===== src/rtl/fc_chain_ctrl.sv =====
`default_nettype none
// ---------------------------------------------------------------------------
// fc_chain_ctrl: handshake sequencer for a 1..4 layer fully-connected chain.
// rev 1.0
// ---------------------------------------------------------------------------
module fc_chain_ctrl #(
   parameter int          NUM_LAYERS     = 2,
   parameter logic [63:0] IN_NODES_VEC   = {16'd0, 16'd0, 16'd84, 16'd120},
   parameter int          ADDR_WIDTH     = 8,
   parameter int          DRAIN_CYCLES   = 2,
   parameter int          TIMEOUT_CYCLES = 1023
) (
   input  logic                  clk,
   input  logic                  reset,
   input  logic                  start_i,
   input  logic                  abort_i,
   input  logic                  act_done_i,
   input  logic                  smax_done_i,
   output logic                  busy_o,
   output logic                  done_o,
   output logic                  error_o,
   output logic [1:0]            layer_idx_o,
   output logic [NUM_LAYERS-1:0] layer_rst_o,
   output logic [ADDR_WIDTH-1:0] w_addr_o,
   output logic                  w_addr_valid_o,
   output logic                  act_start_o,
   output logic [1:0]            act_sel_o,
   output logic                  smax_en_o
);

   localparam int          DW         = (DRAIN_CYCLES > 0) ? $clog2(DRAIN_CYCLES + 1) : 1;
   localparam int          TW         = $clog2(TIMEOUT_CYCLES + 1);
   localparam logic [1:0]  LAST_LAYER = 2'(NUM_LAYERS - 1);
   localparam logic [DW-1:0] DRAIN_LAST = DW'(DRAIN_CYCLES - 1);
   localparam logic [TW-1:0] TMO_LAST   = TW'(TIMEOUT_CYCLES - 1);

   typedef enum logic [2:0] {
      S_IDLE, S_CLEAR, S_LOAD, S_DRAIN, S_ACT, S_SMAX, S_DONE, S_ERROR
   } state_t;

   state_t                  state_q;
   logic [DW-1:0]           drain_q;
   logic [TW-1:0]           tmo_q;
   logic                    busy_q;
   logic                    done_q;
   logic                    error_q;
   logic [1:0]              layer_idx_q;
   logic [NUM_LAYERS-1:0]   layer_rst_q;
   logic [ADDR_WIDTH-1:0]   w_addr_q;
   logic                    w_addr_vld_q;
   logic                    act_start_q;
   logic [1:0]              act_sel_q;
   logic                    smax_en_q;

   logic [ADDR_WIDTH-1:0]   last_addr [4];
   logic [1:0]              nxt_idx_d;
   logic                    at_last_d;
   logic                    wait_done_d;
   logic                    to_wait_d;
   logic                    tmo_hit_d;

   for (genvar g = 0; g < 4; g++) begin : g_last
      localparam logic [15:0] C_LAST16 = IN_NODES_VEC[16*g +: 16] - 16'd1;
      assign last_addr[g] = C_LAST16[ADDR_WIDTH-1:0];
   end

   assign nxt_idx_d   = layer_idx_q + 2'd1;
   assign at_last_d   = (w_addr_q == last_addr[layer_idx_q]);
   // act_done in the act_start cycle belongs to a previous request and is ignored
   assign wait_done_d = (state_q == S_ACT) ? (act_done_i && !act_start_q) : smax_done_i;
   assign to_wait_d   = ((state_q == S_LOAD) && at_last_d && (DRAIN_CYCLES == 0)) ||
                        ((state_q == S_DRAIN) && (drain_q == DRAIN_LAST));
   assign tmo_hit_d   = ((state_q == S_ACT) || (state_q == S_SMAX)) &&
                        !wait_done_d && (tmo_q == TMO_LAST);

   always_ff @(posedge clk or posedge reset) begin
      if (reset) begin
         state_q      <= S_IDLE;
         drain_q      <= '0;
         tmo_q        <= '0;
         busy_q       <= 1'b0;
         done_q       <= 1'b0;
         error_q      <= 1'b0;
         layer_idx_q  <= 2'd0;
         layer_rst_q  <= '1;
         w_addr_q     <= '0;
         w_addr_vld_q <= 1'b0;
         act_start_q  <= 1'b0;
         act_sel_q    <= 2'd0;
         smax_en_q    <= 1'b0;
      end else if (abort_i && busy_q) begin
         state_q      <= S_IDLE;
         busy_q       <= 1'b0;
         done_q       <= 1'b0;
         layer_idx_q  <= 2'd0;
         layer_rst_q  <= '1;
         w_addr_q     <= '0;
         w_addr_vld_q <= 1'b0;
         act_start_q  <= 1'b0;
         act_sel_q    <= 2'd0;
         smax_en_q    <= 1'b0;
      end else begin
         case (state_q)
            S_IDLE, S_ERROR: begin
               if (start_i) begin
                  state_q     <= S_CLEAR;
                  busy_q      <= 1'b1;
                  error_q     <= 1'b0;
                  layer_idx_q <= 2'd0;
                  layer_rst_q <= '1;
               end
            end
            S_CLEAR: begin
               state_q        <= S_LOAD;
               w_addr_q       <= '0;
               w_addr_vld_q   <= 1'b1;
               layer_rst_q[0] <= 1'b0;
            end
            S_LOAD: begin
               if (at_last_d) begin
                  w_addr_vld_q <= 1'b0;
                  state_q      <= S_DRAIN;
                  drain_q      <= '0;
               end else begin
                  w_addr_q <= w_addr_q + 1'b1;
               end
            end
            S_DRAIN: drain_q <= drain_q + 1'b1;
            S_ACT: begin
               act_start_q <= 1'b0;
               if (wait_done_d) begin
                  state_q      <= S_LOAD;
                  layer_idx_q  <= nxt_idx_d;
                  w_addr_q     <= '0;
                  w_addr_vld_q <= 1'b1;
                  for (int i = 0; i < NUM_LAYERS; i++) begin
                     if (2'(i) == nxt_idx_d) layer_rst_q[i] <= 1'b0;
                  end
               end else begin
                  tmo_q <= tmo_q + 1'b1;
               end
            end
            S_SMAX: begin
               if (wait_done_d) begin
                  state_q   <= S_DONE;
                  done_q    <= 1'b1;
                  busy_q    <= 1'b0;
                  smax_en_q <= 1'b0;
               end else begin
                  tmo_q <= tmo_q + 1'b1;
               end
            end
            S_DONE: begin
               done_q  <= 1'b0;
               state_q <= S_IDLE;
            end
            default: state_q <= S_IDLE;
         endcase

         // These override the per-state defaults above for the same edge
         if (to_wait_d) begin
            tmo_q <= '0;
            if (layer_idx_q == LAST_LAYER) begin
               state_q   <= S_SMAX;
               smax_en_q <= 1'b1;
            end else begin
               state_q     <= S_ACT;
               act_start_q <= 1'b1;
               act_sel_q   <= layer_idx_q;
            end
         end
         if (tmo_hit_d) begin
            state_q     <= S_ERROR;
            error_q     <= 1'b1;
            busy_q      <= 1'b0;
            smax_en_q   <= 1'b0;
            act_start_q <= 1'b0;
            layer_rst_q <= '1;
         end
      end
   end

   assign busy_o         = busy_q;
   assign done_o         = done_q;
   assign error_o        = error_q;
   assign layer_idx_o    = layer_idx_q;
   assign layer_rst_o    = layer_rst_q;
   assign w_addr_o       = w_addr_q;
   assign w_addr_valid_o = w_addr_vld_q;
   assign act_start_o    = act_start_q;
   assign act_sel_o      = act_sel_q;
   assign smax_en_o      = smax_en_q;

endmodule
`default_nettype wire


===== config.mk =====
export PLATFORM = sky130hd
export DESIGN_NAME = fc_chain_ctrl
export DESIGN_NICKNAME = d
export VERILOG_FILES = /design/src/rtl/fc_chain_ctrl.sv
export SDC_FILE = /design/constraint.sdc
export NUM_CORES = 1
export LEC_CHECK = 0
export ABC_AREA = 1
export ABC_CLOCK_PERIOD_IN_PS = 1400
export BUFFER_PORTS_ARGS = -buffer_cell sky130_fd_sc_hd__buf_2
export CORE_MARGIN = 8
export CORE_UTILIZATION = 35
export CTS_CLUSTER_DIAMETER = 120
export CTS_CLUSTER_SIZE = 24
export DETAILED_ROUTE_END_ITERATION = 8
export MAX_ROUTING_LAYER = met4
export PLACE_DENSITY_LB_ADDON = 0.15
export SYNTH_ARGS = -nofsm -noshare
export SYNTH_HDL_FRONTEND = slang
export SYNTH_SLANG_ARGS = --single-unit
export TNS_END_PERCENT = 30

===== constraint.sdc =====
create_clock -name clk -period 1.4 [get_ports clk]
set_input_delay 0.14 -clock clk [delete_from_list [all_inputs] [get_ports clk]]
set_output_delay 0.14 -clock clk [all_outputs]
set_load 0.05 [all_outputs]

# Yosys cells after proc, flatten, opt, wreduce, memory -nomap -nowiden
# Cells that the tools add are included.
[word_totals] memories=0 out_inout_bits=20 latchBits=0 input_bits=6 rom_bits=0 register_bits=35 mem_bits_rw=0
[op_classes] shift=0 multipliers=0 n_eq_ne=29 mux=62 magnitude_cmp=1 addsub=4 div_mod_pow=0 bitwise_logic=2 reduce_logical=36
[ops] cell="$mux W8" count=5
[ops] cell="$mux W10" count=3
[ops] cell="$mux W1" count=26
[ops] cell="$pmux W8 S3" count=1
[ops] cell="$mux W2" count=11
[ops] cell="$mux W3" count=7
[ops] cell="$reduce_and A3 Y1" count=7
[ops] cell="$pmux W3 S6" count=1
[ops] cell="$bmux W8 S2" count=1
[ops] cell="$ne A5 B4 Y1 const B" count=3
[ops] cell="$eq A3 B3 Y1 const B" count=4
[ops] cell="$ne A3 B2 Y1 const B" count=4
[ops] cell="$reduce_bool A4 Y1" count=3
[ops] cell="$add A10 B1 Y10 const B" count=1
[ops] cell="$eq A10 B10 Y1 const B" count=1
[ops] cell="$reduce_bool A2 Y1" count=5
[ops] cell="$reduce_bool A9 Y1" count=1
[ops] cell="$add A8 B1 Y8 const B" count=1
[ops] cell="$eq A8 B8 Y1" count=1
[ops] cell="$ne A4 B2 Y1 const B" count=2
[ops] cell="$ne A4 B3 Y1 const B" count=2
[ops] cell="$pmux W2 S2" count=2
[ops] cell="$reduce_and A4 Y1" count=2
[ops] cell="$eq A3 B2 Y1 const B" count=2
[ops] cell="24 further kinds" count=38

# Longest topological paths before layout
[logic_depth] ltp_word=10 ltp_mapped=12 ltp_nobuf=12

# Worst setup path before layout
# Ideal clock, no wire load.
[synth_path] path_type="reg2reg" start="register layer_idx_q[1], in the netlist layer_idx_o[1]" end="register state_q[1]" stages_incl_launch_ff=11 setup_slack_ps=-575 t_arrival_ps=1858 path_buffers=0 t_required_ps=1283 setup_ps=117 cell_sequence="dfrtp_1 -> inv_1 -> ha_1 -> inv_1 -> nand3_1 -> nand2_1 -> nand3_1 -> a21oi_1 -> nand2_2 -> nand3_1 -> nand2_1"
[synth_via] elab_chain_cells=7
[synth_rtl] item="from (decl)" line="47" rtl="logic [1:0] layer_idx_q;"
[synth_rtl] item="from (signal assigned)" line="133" rtl="layer_idx_q <= nxt_idx_d;"
[synth_rtl] item="$not A2 Y3 (implied by the code)" line="68" rtl="assign at_last_d = (w_addr_q == last_addr[layer_idx_q]);"
[synth_rtl] item="$bmux W8 S2" line="68"
[synth_rtl] item="$mux W8 (implied by the code) (2 in a row)" line="68"
[synth_rtl] item="$eq A8 B8 Y1" line="68"
[synth_rtl] item="$ne A5 B4 Y1 (no source line)"
[synth_rtl] item="$reduce_and A5 Y1 (no source line)"
[synth_rtl] item="to (signal assigned)" line="78" rtl="state_q <= S_IDLE;"
[synth_rtl] item="to (signal assigned)" line="92" rtl="state_q <= S_IDLE;"
[synth_rtl] item="to (signal assigned)" line="106" rtl="state_q <= S_CLEAR;"
[synth_rtl] item="to (decl)" line="41" rtl="state_t state_q;"
# Every way passes these cells. The select of a mux whose other input is x is not followed.
# A chain may end at the register's enable or synchronous reset.

# Worst setup path after layout
[layout_path] start="register state_q[0]" end="register tmo_q[2]"
[layout_via] elab_chain_cells=4
[layout_rtl] item="$eq A3 B3 Y1 (tied with other cells)" line="70, 103"
[layout_rtl] item="$mux W1 (tied with other cells)" line="70" rtl="assign wait_done_d = (state_q == S_ACT) ? (act_done_i && !act_start_q) : smax_done_i;"
[layout_rtl] item="$ne A2 B1 Y1 (no source line) / $reduce_bool A2 Y1 (equally long branches)"
[layout_rtl] item="$reduce_and A3 Y1 (no source line)"
[layout_rtl] item="to (signal assigned)" line="140" rtl="tmo_q <= tmo_q + 1'b1;"
[layout_rtl] item="to (signal assigned)" line="150" rtl="tmo_q <= tmo_q + 1'b1;"
[layout_rtl] item="to (decl)" line="43" rtl="logic [TW-1:0] tmo_q;"
# Several ways; a longest one is shown, not always the timed one.

==> flow_metrics.tcl <==
set metrics [dict create \
    run_status "finished, violations left" \
    violated_checks "setup timing" \
    timing.critical_path.arrival_ns 1.70 \
    vias 2351 \
    max_slew_margin_pct 70.9 \
    timing.final.crit_share_pct 109 \
    cap_violations 0 \
    drive_above_1_share_pct 50.7 \
    tritoncts "done" \
    crit_top_cell "sky130_fd_sc_hd__nor2_4" \
    post-route-min-period_ns 1.52 \
    worst_pin_slew_ns 0.435 \
    leakage_power_total_nw 1.70 \
    path_class "flip-flop to flip-flop" \
    cts_max_path_buffers 2 \
    grt_antenna_before_repair 0 \
    power_per_cell_area_mw_per_mm2 1870 \
    drt_pass1_iterations 5 \
    layout.cells.most_common "sky130_fd_sc_hd__buf_4" \
    final_nets 420 \
    most-common-layout-cells "sky130_fd_sc_hd__buf_4 (72), sky130_fd_sc_hd__nand2_1 (51), sky130_fd_sc_hd__inv_1 (33)" \
    floorplan.die.width_um 97.9 \
    cts_num_sinks 35 \
    grt_first_pass_wirelength_um 11100 \
    grt_setup_unrepaired "true" \
    cp_num_buf_inv 2 \
    global_route.usage.met3_pct 3.06 \
    worst-r2r-setup-slack_ns -0.12 \
    route.detailed.drc 0 \
    vias_in_the_first_global_route 2335 \
    ys_ff_latch 35 \
    r2r_cells 8 \
    globalRoute.totalOverflow 0 \
    die_y_um 97.9 \
    cts_buffers 5 \
    detailed_place_hpwl_um 5000 \
    critical_path.reg2reg.startpoint "state_q[0]" \
    drtIter0Drc 140 \
    clkTransAtPathRegs_ns 0.07 \
    synthesis.instances 301 \
    diodes 0 \
    syn_to_final_growth_pct 49.8 \
    skew_ns 0.00481 \
    io-pin-count 26 \
    setup-violations-final 32 \
    synth.avg_cell_area_um2 7.79 \
    endpoint_type_of_the_worst_setup_path "flip-flop" \
    place_congestion 0.880 \
    final_max_slew_viol_count 0 \
    critical-path-slowest-cell "sky130_fd_sc_hd__dfrtp_2" \
    via_per_inst 4.82 \
    synth.cell_area_mm2 0.00234 \
    dieArea_mm2 0.00957 \
    track_usage_pct 14.5 \
    hold_path_class "input port to flip-flop" \
    routed_wl_um 6550 \
    crit_chain "nor2_4 > nand3_2 > nand3_4 > nor2_4 > buf_12 > buf_6 > a21oi_1 > nor2_1" \
    final_sum_of_negative_setup_slack_ns -1.93 \
    groute.layer.met2.usage_pct 22.4 \
    finalHoldViolCount 0 \
    worstPathRequired_ns 1.58 \
    peakVddDrop_mv 1.09 \
    min_delay_worst_endpoint "busy_o" \
    synth-compound-area-share_pct 12.8 \
    synth_nets 314 \
    min_path_cells 3 \
    hold_start "start_i" \
    core_area_mm2 0.00664 \
    global_route.usage.met1_pct 18.9 \
    total_power_mw 6.56 \
    synth-adder-area-share_pct 3.74 \
    maximum_number_of_pins_on_one_net_before_global_route_repair 17 \
    critical_path.max_stage_delay_ns 0.47 \
    timing.final.ws_setup_ns -0.125 \
    yosys.area_share.simple_pct 34.4 \
    synth.distinct_cells 35 \
    place.port_buffers 25 \
    yosysSeqAreaShare_pct 37.5 \
    combinational_family_with_the_most_area_after_synthesis "simple AND/OR/NAND/NOR gates" \
    synth.mux.area_fraction_pct 0 \
    clock_insertion_delay_worst_skew_ns 0.29 \
    grt_most_used_layer "met2" \
    post_synth_xor_area_fraction_pct 2.24 \
    timing.critical_path.fanout_max 6 \
    fmax_mhz 656 \
    ant_nets 0 \
    yosys_warnings 0 \
    wirelength_per_cell_um 13.4 \
    cts-htree-levels 2 \
    initial_utilization_pct 35.3 \
    reg2reg_to "tmo_q[2]" \
    std_cell_rows 30 \
    ctsRootBufferMaster "sky130_fd_sc_hd__clkbuf_8" \
    critical_path.top_delay_family "simple AND/OR/NAND/NOR gates" \
    cp-start-kind "flip-flop" \
]
## per-stage QoR
stage / instance area [µm²] / hold WS (ns) / setup WS [ns] / utilization [%] / std cells
2_1_floorplan: 2410 / 0.292 / -0.201 / - / 301
3_5_place_dp: 3100 / 0.157 / -0.218 / 46.7 / 467
4_1_cts: 3380 / 0.146 / -0.119 / 50.8 / 486
3_3_place_gp: 3100 / 0.153 / -0.187 / 46.7 / 467
6_report: 3510 / 0.151 / -0.125 / 52.9 / 488
5_1_grt: 3510 / 0.164 / -0.240 / 52.9 / 488
## registers in the layout, indices dropped and copies added (netlist names)
register,cells
drain_q,2
done_o,1
state_q,3
act_sel_o,2
smax_en_o,1
act_start_o,1
w_addr_valid_o,1
tmo_q,10
error_o,1
layer_rst_o,2
w_addr_o,8
layer_idx_o,2
busy_o,1
## layout make-up
class | instances | area, µm²
clock buffer | 8 | 100
fill | 634 | 3130
inverter | 41 | 154
multi-input combinational | 219 | 1480
sequential | 35 | 892
tap | 80 | 100
timing repair buffer | 105 | 785
## worst register-to-register path, delay by kind of cell (launching register included)
family	cells	cell delay [ns]
and+or+nand+nor	5	0.60
DFF	1	0.47
buffers and inverters	2	0.24
AOI/OAI and AO/OA	1	0.12
## cell families after synthesis
logic type,Yosys count
simple gates,157
flops,35
compound gates,49
fa+ha+maj,7
buf+inv,47
xor+xnor,6
## synthesized netlist by cell type, drive strengths merged
library cell	n	share of area, %
a31oi	1	0.27
inv	41	6.6
xor2	4	1.5
nand4	7	2.5
clkbuf	1	0.59
dfrtp	33	35
nor3	6	1.3
o32ai	1	0.37
o21a	1	0.32
o21ai	28	7.1
nor2	33	7.5
ha	7	3.7
dfstp	2	2.2
nand3	33	8.0
xnor2	2	0.75
nand2	77	15
nor3b	1	0.32
buf	5	2.2
o31ai	1	0.32
a21oi	17	4.4
## routing by layer
metal | share of wire (%) | up-vias | wire [µm]
li1 | - | 1197 | -
met1 | 48 | 1103 | 3120
met2 | 47 | 47 | 3100
met3 | 4.2 | 4 | 272
met4 | 0.81 | 0 | 53
met5 | 0 | - | 0
## report_power, final
part	switching [mW]	internal (mW)
clock	0.380	0.450
sequential	0.235	1.31
combinational	2.53	1.66
## worst max path at each step
| stage | cells past startpoint | slack, ns | startpoint | endpoint |
|---|---|---|---|---|
| floorplan | 11 | -0.20 | layer_idx_o[1] | state_q[1] |
| global placement | 9 | -0.19 | state_q[0] | state_q[0] |
| detailed placement | 9 | -0.22 | state_q[0] | state_q[0] |
| CTS | 8 | -0.12 | state_q[1] | tmo_q[2] |
| global route | 10 | -0.24 | state_q[0] | busy_o |
| finish | 8 | -0.12 | state_q[0] | tmo_q[2] |
## timing repair
item / CTS / global route
pin swaps: 9 / 17
hold buffers: 1 / 0
setup buffers: 10 / 2
resized for setup: 28 / 33
endpoints found under the setup margin: 34 / 34
endpoints found under the hold margin: 7 / 0
No activity file was read; power rests on OpenSTA's default activity.
